==> src/rtl/fila_instrucoes.sv <==
// Instruction queue: circular buffer feeding a reservation station through a
// three-state issue FSM (IDLE -> ISSUE -> WAIT), at most one issue per 3 cycles.
module fila_instrucoes #(
    parameter int DEPTH = 8,
    parameter int WIDTH = 16
) (
    input  logic                     Clock,
    input  logic                     Resetn,
    input  logic [WIDTH-1:0]         instIn,
    input  logic                     instInValid,
    input  logic                     flush,
    input  logic                     disponivel,
    output logic [WIDTH-1:0]         instruction,
    output logic                     enableInstr,
    output logic                     full,
    output logic                     empty,
    output logic [$clog2(DEPTH):0]   count,
    output logic                     overflow,
    output logic [15:0]              issuedCount
);

    localparam int AW = $clog2(DEPTH);
    localparam logic [AW:0]   FULL_CNT = (AW+1)'(DEPTH);
    localparam logic [AW-1:0] LAST_PTR = AW'(DEPTH - 1);

    localparam logic [1:0] S_IDLE  = 2'd0;
    localparam logic [1:0] S_ISSUE = 2'd1;
    localparam logic [1:0] S_WAIT  = 2'd2;

    logic [WIDTH-1:0] r_mem [DEPTH];
    logic [AW-1:0]    r_head;
    logic [AW-1:0]    r_tail;
    logic [AW:0]      r_count;
    logic [1:0]       r_state;
    logic [WIDTH-1:0] r_instruction;
    logic             r_enable;
    logic             r_overflow;
    logic [15:0]      r_issued;

    logic w_full;
    logic w_empty;
    logic w_pop;
    logic w_push;
    logic w_drop;

    assign w_full  = (r_count == FULL_CNT);
    assign w_empty = (r_count == '0);
    assign w_pop   = (r_state == S_IDLE) && !w_empty && disponivel && !flush;
    // A full queue still accepts a push when the same edge frees the head slot.
    assign w_push  = instInValid && !flush && (!w_full || w_pop);
    assign w_drop  = instInValid && !flush && w_full && !w_pop;

    // Storage needs no reset: instruction only ever loads entries already written.
    always_ff @(posedge Clock) begin
        if (w_push) begin
            r_mem[r_tail] <= instIn;
        end
    end

    always_ff @(posedge Clock or negedge Resetn) begin
        if (!Resetn) begin
            r_head        <= '0;
            r_tail        <= '0;
            r_count       <= '0;
            r_state       <= S_IDLE;
            r_instruction <= '0;
            r_enable      <= 1'b0;
            r_overflow    <= 1'b0;
            r_issued      <= '0;
        end else if (flush) begin
            r_head     <= '0;
            r_tail     <= '0;
            r_count    <= '0;
            r_state    <= S_IDLE;
            r_enable   <= 1'b0;
            r_overflow <= 1'b0;
            r_issued   <= '0;
        end else begin
            if (w_push) begin
                r_tail <= (r_tail == LAST_PTR) ? '0 : r_tail + 1'b1;
            end
            if (w_pop) begin
                r_head        <= (r_head == LAST_PTR) ? '0 : r_head + 1'b1;
                r_instruction <= r_mem[r_head];
                r_issued      <= r_issued + 16'd1;
            end
            if (w_push && !w_pop) begin
                r_count <= r_count + 1'b1;
            end else if (w_pop && !w_push) begin
                r_count <= r_count - 1'b1;
            end
            if (w_drop) begin
                r_overflow <= 1'b1;
            end

            case (r_state)
                S_IDLE: begin
                    if (w_pop) begin
                        r_state  <= S_ISSUE;
                        r_enable <= 1'b1;
                    end else begin
                        r_enable <= 1'b0;
                    end
                end
                S_ISSUE: begin
                    r_state  <= S_WAIT;
                    r_enable <= 1'b0;
                end
                S_WAIT: begin
                    r_state  <= S_IDLE;
                    r_enable <= 1'b0;
                end
                default: begin
                    r_state  <= S_IDLE;
                    r_enable <= 1'b0;
                end
            endcase
        end
    end

    assign instruction = r_instruction;
    assign enableInstr = r_enable;
    assign full        = w_full;
    assign empty       = w_empty;
    assign count       = r_count;
    assign overflow    = r_overflow;
    assign issuedCount = r_issued;

endmodule

==> config.mk <==
export PLATFORM = sky130hd
export DESIGN_NAME = fila_instrucoes
export DESIGN_NICKNAME = d
export VERILOG_FILES = /design/src/rtl/fila_instrucoes.sv
export SDC_FILE = /design/constraint.sdc
export NUM_CORES = 1
export LEC_CHECK = 0
export BUFFER_PORTS_ARGS = -buffer_cell sky130_fd_sc_hd__buf_2
export CAP_MARGIN = 20
export CORE_MARGIN = 2
export CORE_UTILIZATION = 23
export DETAILED_ROUTE_END_ITERATION = 8
export PLACE_DENSITY = 0.42
export RECOVER_POWER = 25
export SLEW_MARGIN = 15
export SYNTH_ARGS = -nofsm -noshare
export SYNTH_HDL_FRONTEND = slang
export SYNTH_SLANG_ARGS = --single-unit
export TNS_END_PERCENT = 100
==> constraint.sdc <==
create_clock -name Clock -period 2.9 [get_ports Clock]
set_input_delay 0.725 -clock Clock [delete_from_list [all_inputs] [get_ports Clock]]
set_output_delay 0.725 -clock Clock [all_outputs]
set_load 0.01 [all_outputs]
==> impl_metrics.json, run 1 <==
{
  "ios": 61,
  "syn_to_final_growth_pct": 22.9,
  "synthTopCellsByCount": "128 x edfxtp_1, 46 x dfrtp_1, 32 x mux4_2, 27 x nand2_1, 20 x mux2i_1",
  "synth-seq-area-share": 0.715,
  "fin_area_um2": 8580,
  "yosysWarnings": 0,
  "final_core_util": 0.288,
  "timing.rr.end": "count[3]$_DFFE_PN0P_",
  "grt_pass1_vias": 4057,
  "dp_cells": 864,
  "synth_area_leaders": "edfxtp_1 55%, dfrtp_1 16%, mux4_2 10%",
  "ys_ff_latch": 174,
  "die_area_um2": 31800,
  "synth_area_leader_cell": "edfxtp_1",
  "clkTransAtPathRegs_ns": 0.07,
  "grt_setup_unrepaired": "false",
  "stdcell_count": 896,
  "htreeDepth": 4,
  "overflow": 0,
  "grt_pass1_wl_mm": 23.9,
  "critical_path_class": "flop to flop",
  "avgSynthCellArea_um2": 17.0,
  "std_cell_rows": 63,
  "vias_per_cell": 4.32,
  "synth_edf_count": 128,
  "cts.repair.resized": 0,
  "hpwl_mm": 9.67,
  "drtPass1Iterations": 4,
  "arrival_ns": 3.04,
  "clockRootBuffer": "clkbuf_16",
  "fin_crit_sh": 0.937,
  "fin_skew_ns": 0.0116,
  "layout-drive-gt1-share": 0.291,
  "cts.sinks": 174,
  "required_ns": 3.23,
  "leakage_nw": 3.01,
  "vias": 3871,
  "startpoint": "count[0]$_DFFE_PN0P_",
  "num_antenna_cells": 0,
  "synth_nets": 440,
  "drt_wl_total_mm": 15.4,
  "async_flop_share": 0.264,
  "max_cap_violations": 0,
  "report.final.setup_viol": 0,
  "r2r_cells": 8,
  "status": "complete, no violations",
  "rr_startpoint": "count[0]$_DFFE_PN0P_",
  "place_area_um2": 8000,
  "rrSetupSlack_ns": 0.18,
  "die_h_um": 178,
  "grt_max_degree": 36,
  "routabilityCongestion": 0.754,
  "die_w_um": 178,
  "cts_made_buffers": 17,
  "p_per_area_nw_per_um2": 793,
  "synth_cells": 411,
  "nNetsFinal": 522,
  "drv_slew": 0,
  "synth_cell_types": 41,
  "hold_class": "input port to async pin",
  "synth_most_common_cell": "edfxtp_1",
  "wl_per_cell_um": 17.2,
  "ir_drop_mv": 0.339,
  "cp_max_fo": 5,
  "period_needed_ns": 2.72,
  "setup_tns_ns": 0,
  "slew_headroom": 0.335,
  "cts_tree": "built",
  "gr-usage-all-layers": 0.103,
  "hold_buffers": 0,
  "clock_path_buffers": 2,
  "crit_path_end": "count[3]$_DFFE_PN0P_",
  "synth-main-ff-cell": "edfxtp_1",
  "post_cts_buffers": 0,
  "p_total_mw": 6.81,
  "ant_nets": 0,
  "critPathLaunchType": "flop",
  "worst_pin_slew_ns": 0.998,
  "coreArea_um2": 29800,
  "port_buffers": 60,
  "crit_path_end_kind": "flop",
  "grt_antenna_before_repair": 1,
  "yosysTopAreaCellShare": 0.550,
  "hold_viol": 0,
  "initial_core_util": 0.234,
  "clk_latency_ns": 0.42,
  "drtIter0Drc": 284,
  "syn_area_um2": 6990,
  "max_freq_mhz": 368,
  "drcViolationCount": 0
}
## per-layer routing
layer	routed length, µm	global-route usage	part of all wire
met1	7070	0.131	0.46
met5	11	0	0.00071
met3	681	0.0315	0.044
met2	7540	0.171	0.49
met4	136	0.0305	0.0088
## worst max-delay path, cell delays in order, from the launching register on
cell,delay [ns]
dfrtp_1,0.37
or4_1,0.55
a211o_1,0.33
or2_2,0.32
ha_1,0.33
a21oi_1,0.20
and2_1,0.19
a311oi_1,0.11
a211oi_1,0.22
## flip-flops by register name (all words and copies together) (netlist names)
register,cells
r_tail,3
issuedCount,16
r_mem,128
r_head,3
enableInstr,1
count,4
overflow,1
instruction,16
r_state,2
## power breakdown
group,leakage (nW),switching (mW),internal (mW)
Combinational,0.956,0.795,0.691
Clock,0.287,1.04,1.23
Sequential,1.76,0.162,2.90
## cell usage in the layout, fill, tap and decap left out, types with 5 or more instances in the layout
cell / n
o21ai_0: 16
xnor2_1: 6
or3_1: 6
dfrtp_1: 44
buf_4: 17
clkbuf_1: 15
nand3_1: 7
edfxtp_1: 128
or4_1: 6
a21oi_1: 10
clkbuf_16: 17
buf_12: 8
buf_2: 45
o21ai_1: 5
nand2_1: 27
mux4_2: 32
inv_1: 8
nand2b_1: 5
ha_1: 7
nor2_1: 14
mux2i_1: 20
## final cells by class
| cell class | count | area [µm²] |
|---|---|---|
| Fill cell | 3024 | 21200 |
| Multi-Input combinational cell | 206 | 1900 |
| Inverter | 9 | 33.8 |
| Clock inverter | 15 | 174 |
| Clock buffer | 17 | 425 |
| Timing Repair Buffer | 85 | 569 |
| Tap cell | 390 | 488 |
| Sequential cell | 174 | 5000 |
## metrics by stage
| stage | hold slack [ns] | setup WS, ns |
|---|---|---|
| after floorplan | 0.429 | -0.0786 |
| after global placement | 0.464 | 0.120 |
| after detailed placement | 0.471 | 0.112 |
| after CTS | 0.221 | 0.178 |
| after global routing | 0.505 | 0.0546 |
| final | 0.447 | 0.183 |
## cells by family (layout without fill, tap and decap cells)
kind of cell	after synthesis	in the layout	share of synthesized area
AOI/OAI and AO/OA	44	44	0.0378
DFF	174	174	0.715
and+or+nand+nor	92	92	0.0697
buffers and inverters	31	126	0.0179
adders and majority gates	8	8	0.0154
xor gates and xnor gates	10	10	0.0125
muxes	52	52	0.132
## worst min-delay path by stage
| stage | start | end | slack (ns) | cells past startpoint |
|---|---|---|---|---|
| 6_report | Resetn | overflow$_DFFE_PN0P_ | 0.45 | 1 |
| 5_1_grt | Resetn | overflow$_DFFE_PN0P_ | 0.51 | 1 |
| 4_1_cts | Resetn | overflow$_DFFE_PN0P_ | 0.22 | 1 |
| 3_5_place_dp | instruction[10]$_DFFE_PN0P_ | instruction[10]$_DFFE_PN0P_ | 0.47 | 2 |
| 3_3_place_gp | instruction[6]$_DFFE_PN0P_ | instruction[6]$_DFFE_PN0P_ | 0.46 | 2 |
| 2_1_floorplan | Resetn | count[0]$_DFFE_PN0P_ | 0.43 | 0 |
Note: power is estimated with default switching activity, not from simulation.
==> inputs of run 2 (changes only) <==
Settings changed: REMOVE_ABC_BUFFERS set to 1.
==> run 2 against run 1 <==
Net effect:
- hold slack lost 0.14 ns
- via count shrank 0.52%
- global-route usage up 0.27 points
- fmax shrank 0.57%
==> impl_metrics.json, run 2 (synthesis gave the netlist of run 1 again) <==
{
  "grt_max_degree": 35,
  "cts.sinks": 174,
  "drtIter0Drc": 262,
  "largest_reg_flops": 128,
  "period_needed_ns": 2.73,
  "final_common_cell": "edfxtp_1",
  "hold_class": "input port to async pin",
  "max_cap_violations": 0,
  "ant_nets": 0,
  "fin_crit_sh": 0.942,
  "regMostFlops": "r_mem",
  "cts_tree": "built",
  "final_core_util": 0.290,
  "layout_common_cells": "128 x edfxtp_1, 47 x buf_2, 44 x dfrtp_1",
  "p_per_area_nw_per_um2": 800,
  "ir_drop_mv": 0.387,
  "syn_to_final_growth_pct": 23.8,
  "crit_path_end_kind": "flop",
  "gr-usage-all-layers": 0.106,
  "routabilityCongestion": 0.752,
  "grt_pass1_wl_mm": 24.4,
  "status": "complete, no violations",
  "clk_latency_ns": 0.43,
  "coreArea_um2": 29800,
  "die_w_um": 178,
  "clkTransAtPathRegs_ns": 0.07,
  "vias_per_cell": 4.25,
  "drv_slew": 0,
  "slew_headroom": 0.374,
  "hold_buffers": 0,
  "die_area_um2": 31800,
  "std_cell_rows": 63,
  "fillers": 3006,
  "htreeDepth": 4,
  "initial_core_util": 0.234,
  "grt_pass1_vias": 3951,
  "post_cts_buffers": 0,
  "hold_viol": 0,
  "cts.repair.resized": 0,
  "grt_setup_unrepaired": "false",
  "cp_max_fo": 5,
  "worst_pin_slew_ns": 0.939,
  "critPathLaunchType": "flop",
  "drcViolationCount": 0,
  "arrival_ns": 3.08,
  "layout-drive-gt1-share": 0.306,
  "wl_per_cell_um": 17.7,
  "clock_path_buffers": 2,
  "report.final.setup_viol": 0,
  "leakage_nw": 3.07,
  "hpwl_mm": 10.9,
  "clockRootBuffer": "clkbuf_16",
  "nNetsFinal": 532,
  "port_buffers": 60,
  "drtPass1Iterations": 4,
  "grt_antenna_before_repair": 1,
  "ios": 61,
  "cts_made_buffers": 17,
  "critical_path_class": "flop to flop",
  "required_ns": 3.24,
  "max_freq_mhz": 366,
  "fin_skew_ns": 0.0123,
  "p_total_mw": 6.92,
  "setup_tns_ns": 0,
  "vias": 3851,
  "die_h_um": 178,
  "overflow": 0,
  "drt_wl_total_mm": 16.1
}
[run 2: cell count changes in the layout (fill, tap and decap cells not counted), moves of 2 or more]
cell,delta
inv_6,+2
buf_2,+2
buf_12,-2
buf_4,+12
[run 2: path summary, 6_finish.rpt]
path,startpoint,end,slack [ns],cells after the start
min,Resetn,issuedCount[1]$_DFFE_PN0P_,0.31,1
max,count[0]$_DFFE_PN0P_,count[3]$_DFFE_PN0P_,0.17,8
max reg2reg,count[0]$_DFFE_PN0P_,count[3]$_DFFE_PN0P_,0.17,8
min reg2reg,instruction[6]$_DFFE_PN0P_,instruction[6]$_DFFE_PN0P_,0.48,2
min in group Clock,instruction[6]$_DFFE_PN0P_,instruction[6]$_DFFE_PN0P_,0.48,2
max in group asynchronous,Resetn,r_head[1]$_DFFE_PN0P_,2.01,2
[run 2: layer usage]
layer	vias to the layer above	global-route usage	routed length (µm)
li1	1789	-	-
met1	1952	0.136	7220
met2	92	0.172	7790
met3	18	0.0277	786
met4	0	0.0417	263
met5	-	0	0
[run 2: final cells by class]
type / instances / area (µm²) / area share
sequential: 174 / 5000 / 0.578
clock buffer: 18 / 429 / 0.0496
clock inverter: 14 / 178 / 0.0205
antenna: 1 / 2.50 / 0.000289
timing repair buffer: 95 / 622 / 0.0719
multi-input combinational: 206 / 1900 / 0.219
tap: 390 / 488 / 0.0564
inverter: 9 / 33.8 / 0.00391
[run 2: through the flow]
stage                     std cells  cell area (µm²)  hold WS [ns]  worst slack, ns
final                           907             8650         0.311            0.167
after global routing            906             8640         0.341           0.0190
after CTS                       906             8660         0.330            0.177
after detailed placement        874             8050         0.468            0.118
after global placement          874             8050         0.462            0.141
after floorplan                 389             6900         0.429           -0.584
[run 2: report_power, final]
group          total (mW)  internal [mW]  switching (mW)
clock                2.34           1.31            1.03
combinational        1.50          0.714           0.789
sequential           3.08           2.90           0.181
[run 2: worst max-delay path: stages, from the launching register on]
cell and delay, ns:
dfrtp_1 0.37, or4_1 0.56, a211o_1 0.33, or2_2 0.32, ha_1 0.34, a21oi_1 0.20, and2_1 0.19, a311oi_1 0.11
a211oi_1 0.22
==> inputs of run 3 (changes only) <==
Settings changed: CORE_MARGIN 2 to unset, SETUP_SLACK_MARGIN set to 0.3.
Clock period 2.9 ns to 2.3 ns, I/O delays scaled along.
==> run 3 against run 2 <==
Net effect:
- the flow now finishes with violations (negative setup slack)
- register-to-register slack got worse by 0.42 ns
- core utilization increased by 3.0 points
- clock skew increased by 0.0049 ns
- hold slack improved by 0.062 ns
- largest cell class unchanged
- highest routed layer unchanged
==> impl_metrics.json, run 3 (synthesis gave the netlist of run 1 again) <==
{
  "grt_pass1_vias": 4371,
  "cts.sinks": 174,
  "hold_class": "input port to async pin",
  "required_ns": 2.64,
  "drcViolationCount": 0,
  "dp_cells": 882,
  "regMostFlops": "r_mem",
  "drtPass1Iterations": 4,
  "drtIter0Drc": 216,
  "status": "finished, violations left",
  "nNetsFinal": 578,
  "die_h_um": 176,
  "layout-drive-gt1-share": 0.413,
  "slew_headroom": 0.192,
  "fillers": 2921,
  "std_cell_rows": 63,
  "ir_drop_mv": 0.453,
  "leakage_nw": 3.40,
  "routabilityCongestion": 0.769,
  "rr_startpoint": "count[2]$_DFFE_PN0P_",
  "grt_pass1_wl_mm": 26.2,
  "max_freq_mhz": 392,
  "report.final.setup_viol": 4,
  "ant_nets": 0,
  "hold_viol": 0,
  "vias": 4094,
  "initial_core_util": 0.234,
  "cts_tree": "built",
  "crit_path_end_kind": "flop",
  "arrival_ns": 2.89,
  "period_needed_ns": 2.55,
  "violations": "negative setup slack",
  "largest_reg_flops": 128,
  "hpwl_mm": 10.5,
  "grt_setup_unrepaired": "true",
  "r2r_cells": 8,
  "clockRootBuffer": "clkbuf_16",
  "grt_antenna_before_repair": 0,
  "die_w_um": 176,
  "clkTransAtPathRegs_ns": 0.07,
  "critical_path_class": "flop to flop",
  "setup_ws_ns": -0.254,
  "cts_made_buffers": 17,
  "timing.rr.end": "count[3]$_DFFE_PN0P_",
  "stdcell_count": 952,
  "max_cap_violations": 0,
  "num_antenna_cells": 0,
  "fin_skew_ns": 0.0172,
  "clk_latency_ns": 0.43,
  "wl_per_cell_um": 18.0,
  "coreArea_um2": 29800,
  "p_per_area_nw_per_um2": 997,
  "gr-usage-all-layers": 0.115,
  "die_area_um2": 31100,
  "worst_pin_slew_ns": 1.21,
  "syn_to_final_growth_pct": 36.5,
  "ios": 61,
  "drt_wl_total_mm": 17.2,
  "p_total_mw": 9.50,
  "cp_max_fo": 3,
  "vias_per_cell": 4.30,
  "layout_common_cells": "128 x edfxtp_1, 45 x dfrtp_1, 43 x buf_2",
  "critPathLaunchType": "flop",
  "hold_buffers": 0,
  "fin_crit_sh": 1.11,
  "drv_slew": 0,
  "htreeDepth": 4,
  "rrSetupSlack_ns": -0.25,
  "overflow": 0,
  "pre_cts_ws_ns": -0.438,
  "port_buffers": 60,
  "grt_max_degree": 35,
  "final_common_cell": "edfxtp_1",
  "clock_path_buffers": 2
}
-- run 3: how the worst max path moves through the flow --
stage / end / slack, ns / start / depth (start not counted)
2_1_floorplan: r_mem[4][0]$_DFFE_PP_ / -1.03 / disponivel / 4
3_3_place_gp: r_mem[4][5]$_DFFE_PP_ / -0.31 / disponivel / 7
3_5_place_dp: count[3]$_DFFE_PN0P_ / -0.44 / count[0]$_DFFE_PN0P_ / 8
4_1_cts: count[3]$_DFFE_PN0P_ / -0.23 / count[0]$_DFFE_PN0P_ / 8
5_1_grt: count[3]$_DFFE_PN0P_ / -0.33 / count[2]$_DFFE_PN0P_ / 8
6_report: count[3]$_DFFE_PN0P_ / -0.25 / count[2]$_DFFE_PN0P_ / 8
-- run 3: layout make-up --
type / instances / area [µm²] / area share
repair buffers: 141 / 1260 / 0.132
flip-flops and latches: 174 / 5000 / 0.524
clock buffers: 18 / 429 / 0.0450
multi-input cells: 206 / 2170 / 0.228
inverters: 9 / 41.3 / 0.00433
well taps: 390 / 488 / 0.0512
clock inverters: 14 / 145 / 0.0152
-- run 3: timing repair --
action                     CTS  global route
gates resized for setup     59            42
cloned                       4             1
pin swaps                   12            22
setup endpoints to repair  141           143
buffers inserted            20            13
-- run 3: worst max-delay path, cell delays in order, from the launching register on --
cell and delay (ns):
dfrtp_1 0.38, or4_4 0.54, a211o_1 0.29, or2_4 0.29, ha_4 0.31, a21oi_4 0.07
a221oi_4 0.28, a311oi_2 0.08, a211oi_1 0.23
-- run 3: through the flow --
step / hold WS [ns] / util / TNS, ns / cell area, µm²
finish: 0.373 / 0.320 / -0.774 / 9540
global route: 0.442 / 0.320 / -1.02 / 9540
global placement: 0.461 / 0.274 / -33.73 / 8150
floorplan: 0.279 / - / -110.22 / 6900
CTS: 0.118 / 0.310 / -0.491 / 9240
detailed placement: 0.471 / 0.274 / -30.99 / 8150
-- run 3: where the power goes --
part / total [mW] / internal, mW / switching (mW) / leakage, nW
Sequential: 3.85 / 3.65 / 0.196 / 1.77
Clock: 2.82 / 1.45 / 1.37 / 0.274
Combinational: 2.83 / 1.47 / 1.36 / 1.36
Total: 9.50 / 6.57 / 2.93 / 3.40
-- run 3: layer usage --
layer / global-route usage / up-vias / share of wire
met4: 0.0279 / 0 / 0.0093
li1: - / 1890 / -
met1: 0.153 / 2106 / 0.46
met3: 0.0293 / 13 / 0.042
met2: 0.186 / 85 / 0.49
met5: 0 / - / 0
